File: src/rtl/mdu_pkg.sv
// Shared types and constants for the iterative RV32M multiply/divide unit.
package mdu_pkg;

  localparam int MDU_XLEN = 32;

  typedef enum logic [1:0] {
    IDLE = 2'd0,
    BUSY = 2'd1,
    DONE = 2'd2
  } mdu_state_t;

  localparam logic [2:0] F3_MUL    = 3'b000;
  localparam logic [2:0] F3_MULH   = 3'b001;
  localparam logic [2:0] F3_MULHSU = 3'b010;
  localparam logic [2:0] F3_MULHU  = 3'b011;
  localparam logic [2:0] F3_DIV    = 3'b100;
  localparam logic [2:0] F3_DIVU   = 3'b101;
  localparam logic [2:0] F3_REM    = 3'b110;
  localparam logic [2:0] F3_REMU   = 3'b111;

endpackage

File: src/rtl/mdu_iter_core.sv
// One combinational step of shift-add multiply or restoring divide on {acc,quot}.
module mdu_iter_core #(
  parameter int XLEN = 32
) (
  input  logic            div_i,
  input  logic [XLEN-1:0] acc_i,
  input  logic [XLEN-1:0] quot_i,
  input  logic [XLEN-1:0] opnd_i,
  output logic [XLEN-1:0] acc_o,
  output logic [XLEN-1:0] quot_o
);

  logic [XLEN:0] sum;
  logic [XLEN:0] shifted;
  logic [XLEN:0] diff;

  always_comb begin
    sum     = {1'b0, acc_i} + (quot_i[0] ? {1'b0, opnd_i} : '0);
    shifted = {acc_i, quot_i[XLEN-1]};
    diff    = shifted - {1'b0, opnd_i};
    acc_o   = '0;
    quot_o  = '0;
    if (!div_i) begin
      // Multiplier bits retire from quot's LSB while product bits enter at its MSB.
      acc_o  = sum[XLEN:1];
      quot_o = {sum[0], quot_i[XLEN-1:1]};
    end else if (!diff[XLEN]) begin
      acc_o  = diff[XLEN-1:0];
      quot_o = {quot_i[XLEN-2:0], 1'b1};
    end else begin
      acc_o  = shifted[XLEN-1:0];
      quot_o = {quot_i[XLEN-2:0], 1'b0};
    end
  end

endmodule

File: src/rtl/mdu_controller.sv
// Sequencer for the iterative RV32M unit: accepts an op from EX, stalls the
// pipeline for XLEN iterations (or one cycle for special cases), strobes the result.
module mdu_controller
  import mdu_pkg::*;
#(
  parameter int XLEN = MDU_XLEN
) (
  input  logic            clk,
  input  logic            rst_n,
  input  logic            start_i,
  input  logic [2:0]      funct3_i,
  input  logic [XLEN-1:0] op_a_i,
  input  logic [XLEN-1:0] op_b_i,
  input  logic            flush_i,
  output logic            stall_o,
  output logic            done_o,
  output logic [XLEN-1:0] result_o,
  output logic            busy_o
);

  localparam int CNT_W = $clog2(XLEN);
  localparam logic [CNT_W-1:0] LAST_CNT = CNT_W'(XLEN - 1);
  localparam logic [XLEN-1:0]  INT_MIN  = {1'b1, {(XLEN-1){1'b0}}};

  function automatic logic [XLEN-1:0] neg_if(input logic [XLEN-1:0] v, input logic en);
    return en ? -v : v;
  endfunction

  mdu_state_t      state_q;
  logic [CNT_W-1:0] count_q;
  logic [2:0]      f3_q;
  logic            neg_q;
  logic [XLEN-1:0] acc_q, quot_q, opnd_q;
  logic [XLEN-1:0] acc_d, quot_d;

  logic            accept, is_div, sa, sb, neg_in, div_zero, div_ovf, special;
  logic [XLEN-1:0] mag_a, mag_b, acc_spec, quot_spec;

  always_comb begin
    accept   = (state_q == IDLE) && start_i && !flush_i;
    is_div   = funct3_i[2];
    sa       = op_a_i[XLEN-1] && (funct3_i inside {F3_MUL, F3_MULH, F3_MULHSU, F3_DIV, F3_REM});
    sb       = op_b_i[XLEN-1] && (funct3_i inside {F3_MUL, F3_MULH, F3_DIV, F3_REM});
    mag_a    = neg_if(op_a_i, sa);
    mag_b    = neg_if(op_b_i, sb);
    // Remainder follows the dividend's sign; everything else follows sa^sb.
    neg_in   = (is_div && funct3_i[1]) ? sa : (sa ^ sb);
    div_zero = is_div && (op_b_i == '0);
    div_ovf  = (funct3_i == F3_DIV || funct3_i == F3_REM) &&
               (op_a_i == INT_MIN) && (op_b_i == '1);
    special  = div_zero || div_ovf;
    // Special results are parked where the final mux looks: quot for DIV*, acc for REM*.
    acc_spec  = div_zero ? op_a_i : '0;
    quot_spec = div_zero ? '1 : op_a_i;
  end

  mdu_iter_core #(.XLEN(XLEN)) u_core (
    .div_i  (f3_q[2]),
    .acc_i  (acc_q),
    .quot_i (quot_q),
    .opnd_i (opnd_q),
    .acc_o  (acc_d),
    .quot_o (quot_d)
  );

  always_ff @(posedge clk or negedge rst_n) begin
    if (!rst_n) begin
      state_q <= IDLE;
      count_q <= '0;
      f3_q    <= '0;
      neg_q   <= 1'b0;
      acc_q   <= '0;
      quot_q  <= '0;
      opnd_q  <= '0;
    end else begin
      unique case (state_q)
        IDLE: begin
          if (accept) begin
            f3_q    <= funct3_i;
            count_q <= '0;
            if (special) begin
              neg_q   <= 1'b0;
              acc_q   <= acc_spec;
              quot_q  <= quot_spec;
              opnd_q  <= '0;
              state_q <= DONE;
            end else begin
              neg_q   <= neg_in;
              acc_q   <= '0;
              quot_q  <= is_div ? mag_a : mag_b;
              opnd_q  <= is_div ? mag_b : mag_a;
              state_q <= BUSY;
            end
          end
        end
        BUSY: begin
          if (flush_i) begin
            state_q <= IDLE;
          end else begin
            acc_q   <= acc_d;
            quot_q  <= quot_d;
            count_q <= count_q + 1'b1;
            if (count_q == LAST_CNT) state_q <= DONE;
          end
        end
        DONE:    state_q <= IDLE;
        default: state_q <= IDLE;
      endcase
    end
  end

  logic [2*XLEN-1:0] prod_s;
  logic [XLEN-1:0]   res_sel;

  always_comb begin
    prod_s  = neg_q ? -{acc_q, quot_q} : {acc_q, quot_q};
    res_sel = '0;
    unique case (f3_q)
      F3_MUL:                       res_sel = prod_s[XLEN-1:0];
      F3_MULH, F3_MULHSU, F3_MULHU: res_sel = prod_s[2*XLEN-1:XLEN];
      F3_DIV, F3_DIVU:              res_sel = neg_if(quot_q, neg_q);
      default:                      res_sel = neg_if(acc_q, neg_q);
    endcase
  end

  // Flush kills the stall and the result strobe in the same cycle it arrives.
  assign stall_o  = accept || ((state_q == BUSY) && !flush_i);
  assign done_o   = (state_q == DONE) && !flush_i;
  assign result_o = done_o ? res_sel : '0;
  assign busy_o   = (state_q != IDLE);

endmodule
File: config.mk
export PLATFORM = sky130hd
export DESIGN_NAME = mdu_controller
export DESIGN_NICKNAME = d
export VERILOG_FILES = /design/src/rtl/mdu_pkg.sv /design/src/rtl/mdu_iter_core.sv /design/src/rtl/mdu_controller.sv
export SDC_FILE = /design/constraint.sdc
export NUM_CORES = 1
export LEC_CHECK = 0
export BUFFER_PORTS_ARGS = -buffer_cell sky130_fd_sc_hd__buf_2
export CORE_MARGIN = 4
export CORE_UTILIZATION = 57
export CTS_BUF_LIST = sky130_fd_sc_hd__clkbuf_8
export CTS_CLUSTER_DIAMETER = 40
export DETAILED_ROUTE_END_ITERATION = 16
export GPL_TIMING_DRIVEN = 0
export PLACE_DENSITY = 0.76
export REMOVE_ABC_BUFFERS = 1
export SLEW_MARGIN = 20
export SYNTH_ARGS = -nofsm -noshare
export SYNTH_HDL_FRONTEND = slang
export SYNTH_HIERARCHICAL = 1
export SYNTH_SLANG_ARGS = --single-unit
File: constraint.sdc
create_clock -name clk -period 4.15 [get_ports clk]
set_clock_uncertainty 0.2 [all_clocks]
set_input_delay 0.415 -clock clk [delete_from_list [all_inputs] [get_ports clk]]
set_output_delay 0.415 -clock clk [all_outputs]
set_load 0.02 [all_outputs]
Word-level counts from Yosys, hierarchy flattened
Cells that the tools add are included.
{"block": "totals", "ff_bits": 107, "inputBits": 71, "out_inout_bits": 35, "wordCells": 95}
{"block": "classes", "addsub": 8, "n_eq_ne": 17, "mux": 35, "bitwise": 1, "reduce_logical": 27}
{"op": "2-to-1 mux 32 bit", "n": 20}
{"op": "negation 32 bit", "n": 4}
{"op": "case mux 32 bit (2 select lines)", "n": 2}
{"op": "case mux 32 bit (3 select lines)", "n": 1}
{"op": "== test 32 bit (second input constant)", "n": 2}
{"op": "2-to-1 mux 64 bit", "n": 1}
{"op": "negation 64 bit", "n": 1}
{"op": "adder 32 x 33 -> 33 bit", "n": 1}
{"op": "subtractor 33 x 32 -> 33 bit", "n": 1}
{"op": "zero test 32 bit", "n": 1}
{"op": "== test 3 bit (second input constant)", "n": 4}
{"op": "logical AND 1 bit", "n": 10}
{"op": "2-to-1 mux 5 bit", "n": 2}
{"op": "case mux 5 bit (2 select lines)", "n": 1}
{"op": "== test 3 x 2 -> 1 bit (second input constant)", "n": 3}
{"op": "2-to-1 mux 2 bit", "n": 4}
{"op": "== test 3 x 1 -> 1 bit (second input constant)", "n": 2}
{"op": "zero test 3 bit", "n": 2}
{"op": "adder 5 x 1 -> 5 bit (second input constant)", "n": 1}
{"op": "== test 5 bit (second input constant)", "n": 1}
{"op": "nonzero test 5 bit", "n": 1}
{"op": "!= test 2 bit (second input constant)", "n": 2}
{"op": "case mux 2 bit (2 select lines)", "n": 1}
{"op": "AND reduction 2 bit", "n": 2}
{"op": "13 further kinds", "n": 18}

Longest topological paths before layout
{"block": "depth", "word_depth": 8, "depth_mapped": 15, "mapped_depth_nobuf": 14}

Hierarchy
The synthesis kept the hierarchy.
{"mod": "mdu_controller", "n_inst": 1, "cells_per_inst": 1427, "area_each_um2": 10490.1, "seq_area_each_um2": 2677.6}
{"mod": "mdu_iter_core", "n_inst": 1, "cells_per_inst": 682, "area_each_um2": 4703.3, "seq_area_each_um2": 0.0}

Worst setup path before layout
OpenSTA, ideal clock, no wires.
{"block": "synth_timing", "path_kind": "register to output", "from": "reg quot_q[12]", "to": "out result_o[16]", "arrival_ns": 3.244, "t_required_ns": 3.535, "slack_ns": 0.291, "stages_incl_launch_ff": 6, "n_path_buf": 0, "cell_sequence": "dfrtp_1 -> nor4_1 -> nand4_1 -> nor3_1 -> nor2_1 -> a2111oi_0"}
{"block": "synth_via", "elab_chain_len": 4, "elab_cells_between_ends": 6, "cone_classes": "add/sub (2); mux (4)"}
{"item": "start: declaration", "line": "mdu_controller.sv:33", "text": "logic [XLEN-1:0] acc_q, quot_q, opnd_q;"}
{"item": "start signal: assignment", "line": "mdu_controller.sv:84", "text": "quot_q <= quot_spec;"}
{"item": "start signal: assignment", "line": "mdu_controller.sv:90", "text": "quot_q <= is_div ? mag_a : mag_b;"}
{"item": "start signal: assignment", "line": "mdu_controller.sv:101", "text": "quot_q <= quot_d;"}
{"item": "negation 64 bit or negation 32 bit (tied branches)", "line": "mdu_controller.sv:116, mdu_controller.sv:26"}
{"item": "2-to-1 mux 64 bit or 2-to-1 mux 32 bit (tied branches)", "line": "mdu_controller.sv:116, mdu_controller.sv:26"}
{"item": "case mux 32 bit (3 select lines) *", "line": "mdu_controller.sv:118", "text": "unique case (f3_q)"}
{"item": "2-to-1 mux 32 bit *", "line": "mdu_controller.sv:129", "text": "assign result_o = done_o ? res_sel : '0;"}
{"item": "end: declaration", "line": "mdu_controller.sv:17", "text": "output logic [XLEN-1:0] result_o,"}
Every way passes the cells marked *; elsewhere a longest branch is shown, timed or not.

Final worst setup path
{"block": "layout_timing", "from": "reg acc_q[24]", "to": "out result_o[28]"}
{"block": "layout_via", "elab_chain_len": 4, "elab_cells_between_ends": 6, "cone_classes": "add/sub (2); mux (4)"}
{"item": "start: declaration", "line": "mdu_controller.sv:33"}
{"item": "start signal: assignment", "line": "mdu_controller.sv:83", "text": "acc_q <= acc_spec;"}
{"item": "negation 64 bit or negation 32 bit (tied branches)", "line": "mdu_controller.sv:116, mdu_controller.sv:26"}
{"item": "2-to-1 mux 64 bit or 2-to-1 mux 32 bit (tied branches)", "line": "mdu_controller.sv:116, mdu_controller.sv:26"}
{"item": "case mux 32 bit (3 select lines) *", "line": "mdu_controller.sv:118"}
{"item": "2-to-1 mux 32 bit *", "line": "mdu_controller.sv:129"}
Marks and branches as above.

==> metrics.log <==
INFO  metric critical-path-slowest-cell = sky130_fd_sc_hd__or4_1
INFO  metric dieWidth = 171.3 um
INFO  metric critPathKind = reg -> out
INFO  metric timing.final.hold_violations = 0
INFO  metric highest_layer = met5
INFO  metric num_antenna_cells = 0
INFO  metric post_drt_via_cell_ratio = 7.368
INFO  metric setup_ws = 14.37 ps
INFO  metric cp_slowest_stage_delay = 620 ps
INFO  metric grt_pass1_wl = 92080 um
INFO  metric wl_met1 = 23270 um
INFO  metric first_iter_violations = 3197
INFO  metric min_period = 4136 ps
INFO  metric num-fill-cells = 2395
INFO  metric yosys-top-cells-count = sky130_fd_sc_hd__nor2_1 (203), sky130_fd_sc_hd__nand2_1 (186), sky130_fd_sc_hd__o21ai_0 (156)
INFO  metric vdd_ir_drop_max = 0.3206 mV
INFO  metric area.sequential = 2698 sq um
INFO  metric worst_hold_path_type = in -> reg
INFO  metric wl_met2 = 25960 um
INFO  metric met3WireLength = 7940 um
INFO  metric global_route.usage.total = 39.78%
INFO  metric numCtsBuffers = 9
INFO  metric post_route_cells_drive_above_1_share = 13.80%
INFO  metric dp_slack = -846.3 ps
INFO  metric floorplan.die_area = 29330 sq um
INFO  metric drc = 0
INFO  metric timing.critical_path.mode_cell = sky130_fd_sc_hd__or4_1
INFO  metric slew-limit-headroom = 19.40%
INFO  metric synth_cell_type_count = 92
INFO  metric rsz0062_at_grt = true
INFO  metric number_of_flops_mapped_to_enable_cells_by_yosys = 0
INFO  metric grt_max_degree = 87
INFO  metric whs_path_depth = 2
INFO  metric post_synth_instance_area = 15190 sq um
INFO  metric cellLeakagePower = 6.509 nW
INFO  metric worstSetupStartpointType = flop
INFO  metric multi_input_combinational_cell_area = 11920 sq um
INFO  metric asyncSetResetFlopFracSynth = 100.0%
INFO  metric critPathCaptureType = output port
INFO  metric fin_worst_hold_slack = 94.97 ps
INFO  metric areaGrowthSynthToFinish = 8.729%
INFO  metric period_share = 99.65%
INFO  metric critical_path_arrival = 3520 ps
INFO  metric synth-seq-cells = 107
INFO  metric vias = 17960
INFO  metric synth.largest_area_cell = sky130_fd_sc_hd__dfrtp_1
INFO  metric avgRoutedWirePerCell = 25.12 um
INFO  metric max_capacitance_violation_count = 0
INFO  metric most_common_cell_in_the_synthesized_netlist = sky130_fd_sc_hd__nor2_1
INFO  metric ys.flop_type = sky130_fd_sc_hd__dfrtp_1
INFO  metric syn_inst = 2109
INFO  metric crit_required = 3530 ps
INFO  metric clock-sinks = 107
INFO  metric die_y = 171.3 um
INFO  metric worst_slew_pin_slew = 1200 ps
INFO  metric finalWeightedCongestion = 1.031
INFO  metric clock_insertion_delay_worst_skew = 420 ps
INFO  metric wirelength = 61220 um
INFO  metric area_share_of_the_largest_cell_type_after_synthesis = 17.62%
INFO  metric ctsRootBufferMaster = sky130_fd_sc_hd__clkbuf_8
INFO  metric utilization = 63.21%
INFO  metric ant_nets = 0
INFO  metric num-nets-final = 2241
INFO  metric worst_setup_hold_path_clk_slew = 120 ps
INFO  metric grt_antenna_before_repair = 1
INFO  metric global_route.overflow_total = 0
INFO  metric hpwl = 44660 um
INFO  metric placed_cells = 2401
INFO  metric worstSetupPathDepth = 7
INFO  metric io-pin-count = 106
INFO  metric core_region_area = 26130 sq um
INFO  metric r2r.worst_path.cells = 17
INFO  metric floorplan.rows = 59
INFO  metric cts_htree_levels = 3
INFO  metric critPathMaxFanout = 9
INFO  metric fmaxAchievable = 241.8 MHz
INFO  metric cts_tree = built
INFO  metric number_of_warnings_reported_in_the_yosys_synthesis_log = 6
INFO  metric post_route_setup_tns = 0 ps
INFO  metric final-instance-count-excl-fill = 2437
INFO  metric run_status = finished clean
INFO  metric buffer_ports.inserted = 105
INFO  metric grt_pass1_vias = 16130
INFO  metric first_pass_iters = 9
INFO  metric floorplan.initialDensity = 58.14%
INFO  metric mean_area_per_synthesized_cell = 7.204 sq um
INFO  metric cpLargestDelayFamily = simple AND/OR/NAND/NOR gates
INFO  metric number_of_buffers_on_the_longest_clock_path = 2
INFO  metric setup_viol = 0
INFO  metric synth_sequential_area_ratio = 17.62%
INFO  metric ys_top_cells_by_area = sky130_fd_sc_hd__dfrtp_1 (18%), sky130_fd_sc_hd__ha_1 (5.8%), sky130_fd_sc_hd__o21ai_0 (5.1%)
INFO  metric slew_viol_final = 0
INFO  metric crit_path_cell_trace = or4_1 > or4_1 > or4_1 > or4_1 > o211ai_1 > nor3_1 > buf_2
INFO  metric worstPathBufferInverterCount = 1
INFO  metric pwr_density_cell = 564.0 nW/um^2
## worst paths after layout
path	startpoint	endpoint	slack, ps
worst min-delay path	flush_i	state_q[0]	90
worst max register to register	quot_q[31]	acc_q[6]	80
worst max-delay path	acc_q[24]	result_o[28]	10
max in group asynchronous	rst_n	quot_q[0]	2710
min in group asynchronous	rst_n	acc_q[19]	340
worst min register to register	opnd_q[2]	opnd_q[2]	310
## layout make-up
type                    instances  share of cell area [%]
multi-input cells            1769                   72.14
flip-flops and latches        107                   16.33
repair buffers                143                   6.135
well taps                     335                   2.537
inverters                      67                   1.545
clock buffers                   9                  0.7498
clock inverters                 7                  0.5605
## per-stage QoR
| step | instance area (sq um) | total power [mW] |
|---|---|---|
| after floorplan | 14520 | 6.144 |
| after global placement | 15470 | 7.700 |
| after detailed placement | 15830 | 7.930 |
| after CTS | 16240 | 8.854 |
| after global routing | 16520 | 9.857 |
| final | 16520 | 9.317 |
## registers in the layout (all words and copies together) (netlist names)
| register | cells |
|---|---|
| f3_q | 3 |
| quot_q | 32 |
| opnd_q | 32 |
| acc_q | 32 |
| state_q | 2 |
| neg_q | 1 |
| count_q | 5 |
## logic make-up after synthesis
| family | share of synthesized area, % |
|---|---|
| muxes | 6.448 |
| and+or+nand+nor | 26.57 |
| AOI/OAI and AO/OA | 28.70 |
| buffers and inverters | 6.069 |
| adders and majority gates | 6.111 |
| xor gates and xnor gates | 8.482 |
| DFF | 17.62 |
## layer usage
metal / GRT usage [%] / up-vias
met4: 20.94 / 4
met2: 59.50 / 1455
met3: 10.25 / 313
met1: 52.79 / 8308
met5: 1.003 / -
li1: - / 7876
## layout by cell type (no fill, tap or decap), types with 13 or more instances in the layout
master                     synthesis  routed
sky130_fd_sc_hd__xnor2_1          79      79
sky130_fd_sc_hd__a21oi_1         144     140
sky130_fd_sc_hd__o221ai_1         15      15
sky130_fd_sc_hd__a221oi_1         42      39
sky130_fd_sc_hd__o41ai_1          16      16
sky130_fd_sc_hd__xor2_1           65      65
sky130_fd_sc_hd__a31oi_1          40      39
sky130_fd_sc_hd__a21o_1           22      22
sky130_fd_sc_hd__a211oi_1         20      19
sky130_fd_sc_hd__o31ai_1          29      28
sky130_fd_sc_hd__nand4_1          30      30
sky130_fd_sc_hd__buf_4             1      17
sky130_fd_sc_hd__o211ai_1         23      23
sky130_fd_sc_hd__and2_1           41      40
sky130_fd_sc_hd__ha_1             71      69
sky130_fd_sc_hd__nor3_1           53      48
sky130_fd_sc_hd__o21ai_0         156     153
sky130_fd_sc_hd__o21a_1           14      13
sky130_fd_sc_hd__nor2_1          203     198
sky130_fd_sc_hd__or3_1            49      47
sky130_fd_sc_hd__mux2i_1          54      53
sky130_fd_sc_hd__nand3_1          78      77
sky130_fd_sc_hd__dfrtp_1         107      97
sky130_fd_sc_hd__or4_1            26      26
sky130_fd_sc_hd__and3_1           18      18
sky130_fd_sc_hd__nand2_1         186     184
sky130_fd_sc_hd__buf_2             9     108
sky130_fd_sc_hd__inv_1            66      63
sky130_fd_sc_hd__nor4_1           52      42
sky130_fd_sc_hd__mux2_2           39      39
sky130_fd_sc_hd__nor2b_1          15      14
## worst reg2reg max path: cells and delay by family (launching register included)
family                     cells  cell delay, ps
and+or+nand+nor                2             310
DFF                            1             440
buffers and inverters          4             620
xor gates and xnor gates       1             230
AOI/OAI and AO/OA              7            1310
adders and majority gates      2             630
muxes                          1             220
## where the power goes
| part | internal [mW] | switching (mW) | leakage [nW] | total, mW |
|---|---|---|---|---|
| clock network | 0.297 | 0.461 | 0.109 | 0.758 |
| registers | 1.32 | 0.920 | 1.26 | 2.24 |
| logic | 2.68 | 3.64 | 5.14 | 6.32 |
| total | 4.29 | 5.02 | 6.51 | 9.32 |
## what timing repair did
action | CTS | global route
hold endpoints to repair | 53 | 0
endpoints found under the setup margin | 70 | 55
hold buffers | 1 | 0
pin swaps | 3 | 4
resized for setup | 27 | 35
buffers inserted | 7 | 12
No activity file was read; power rests on OpenSTA's default activity.
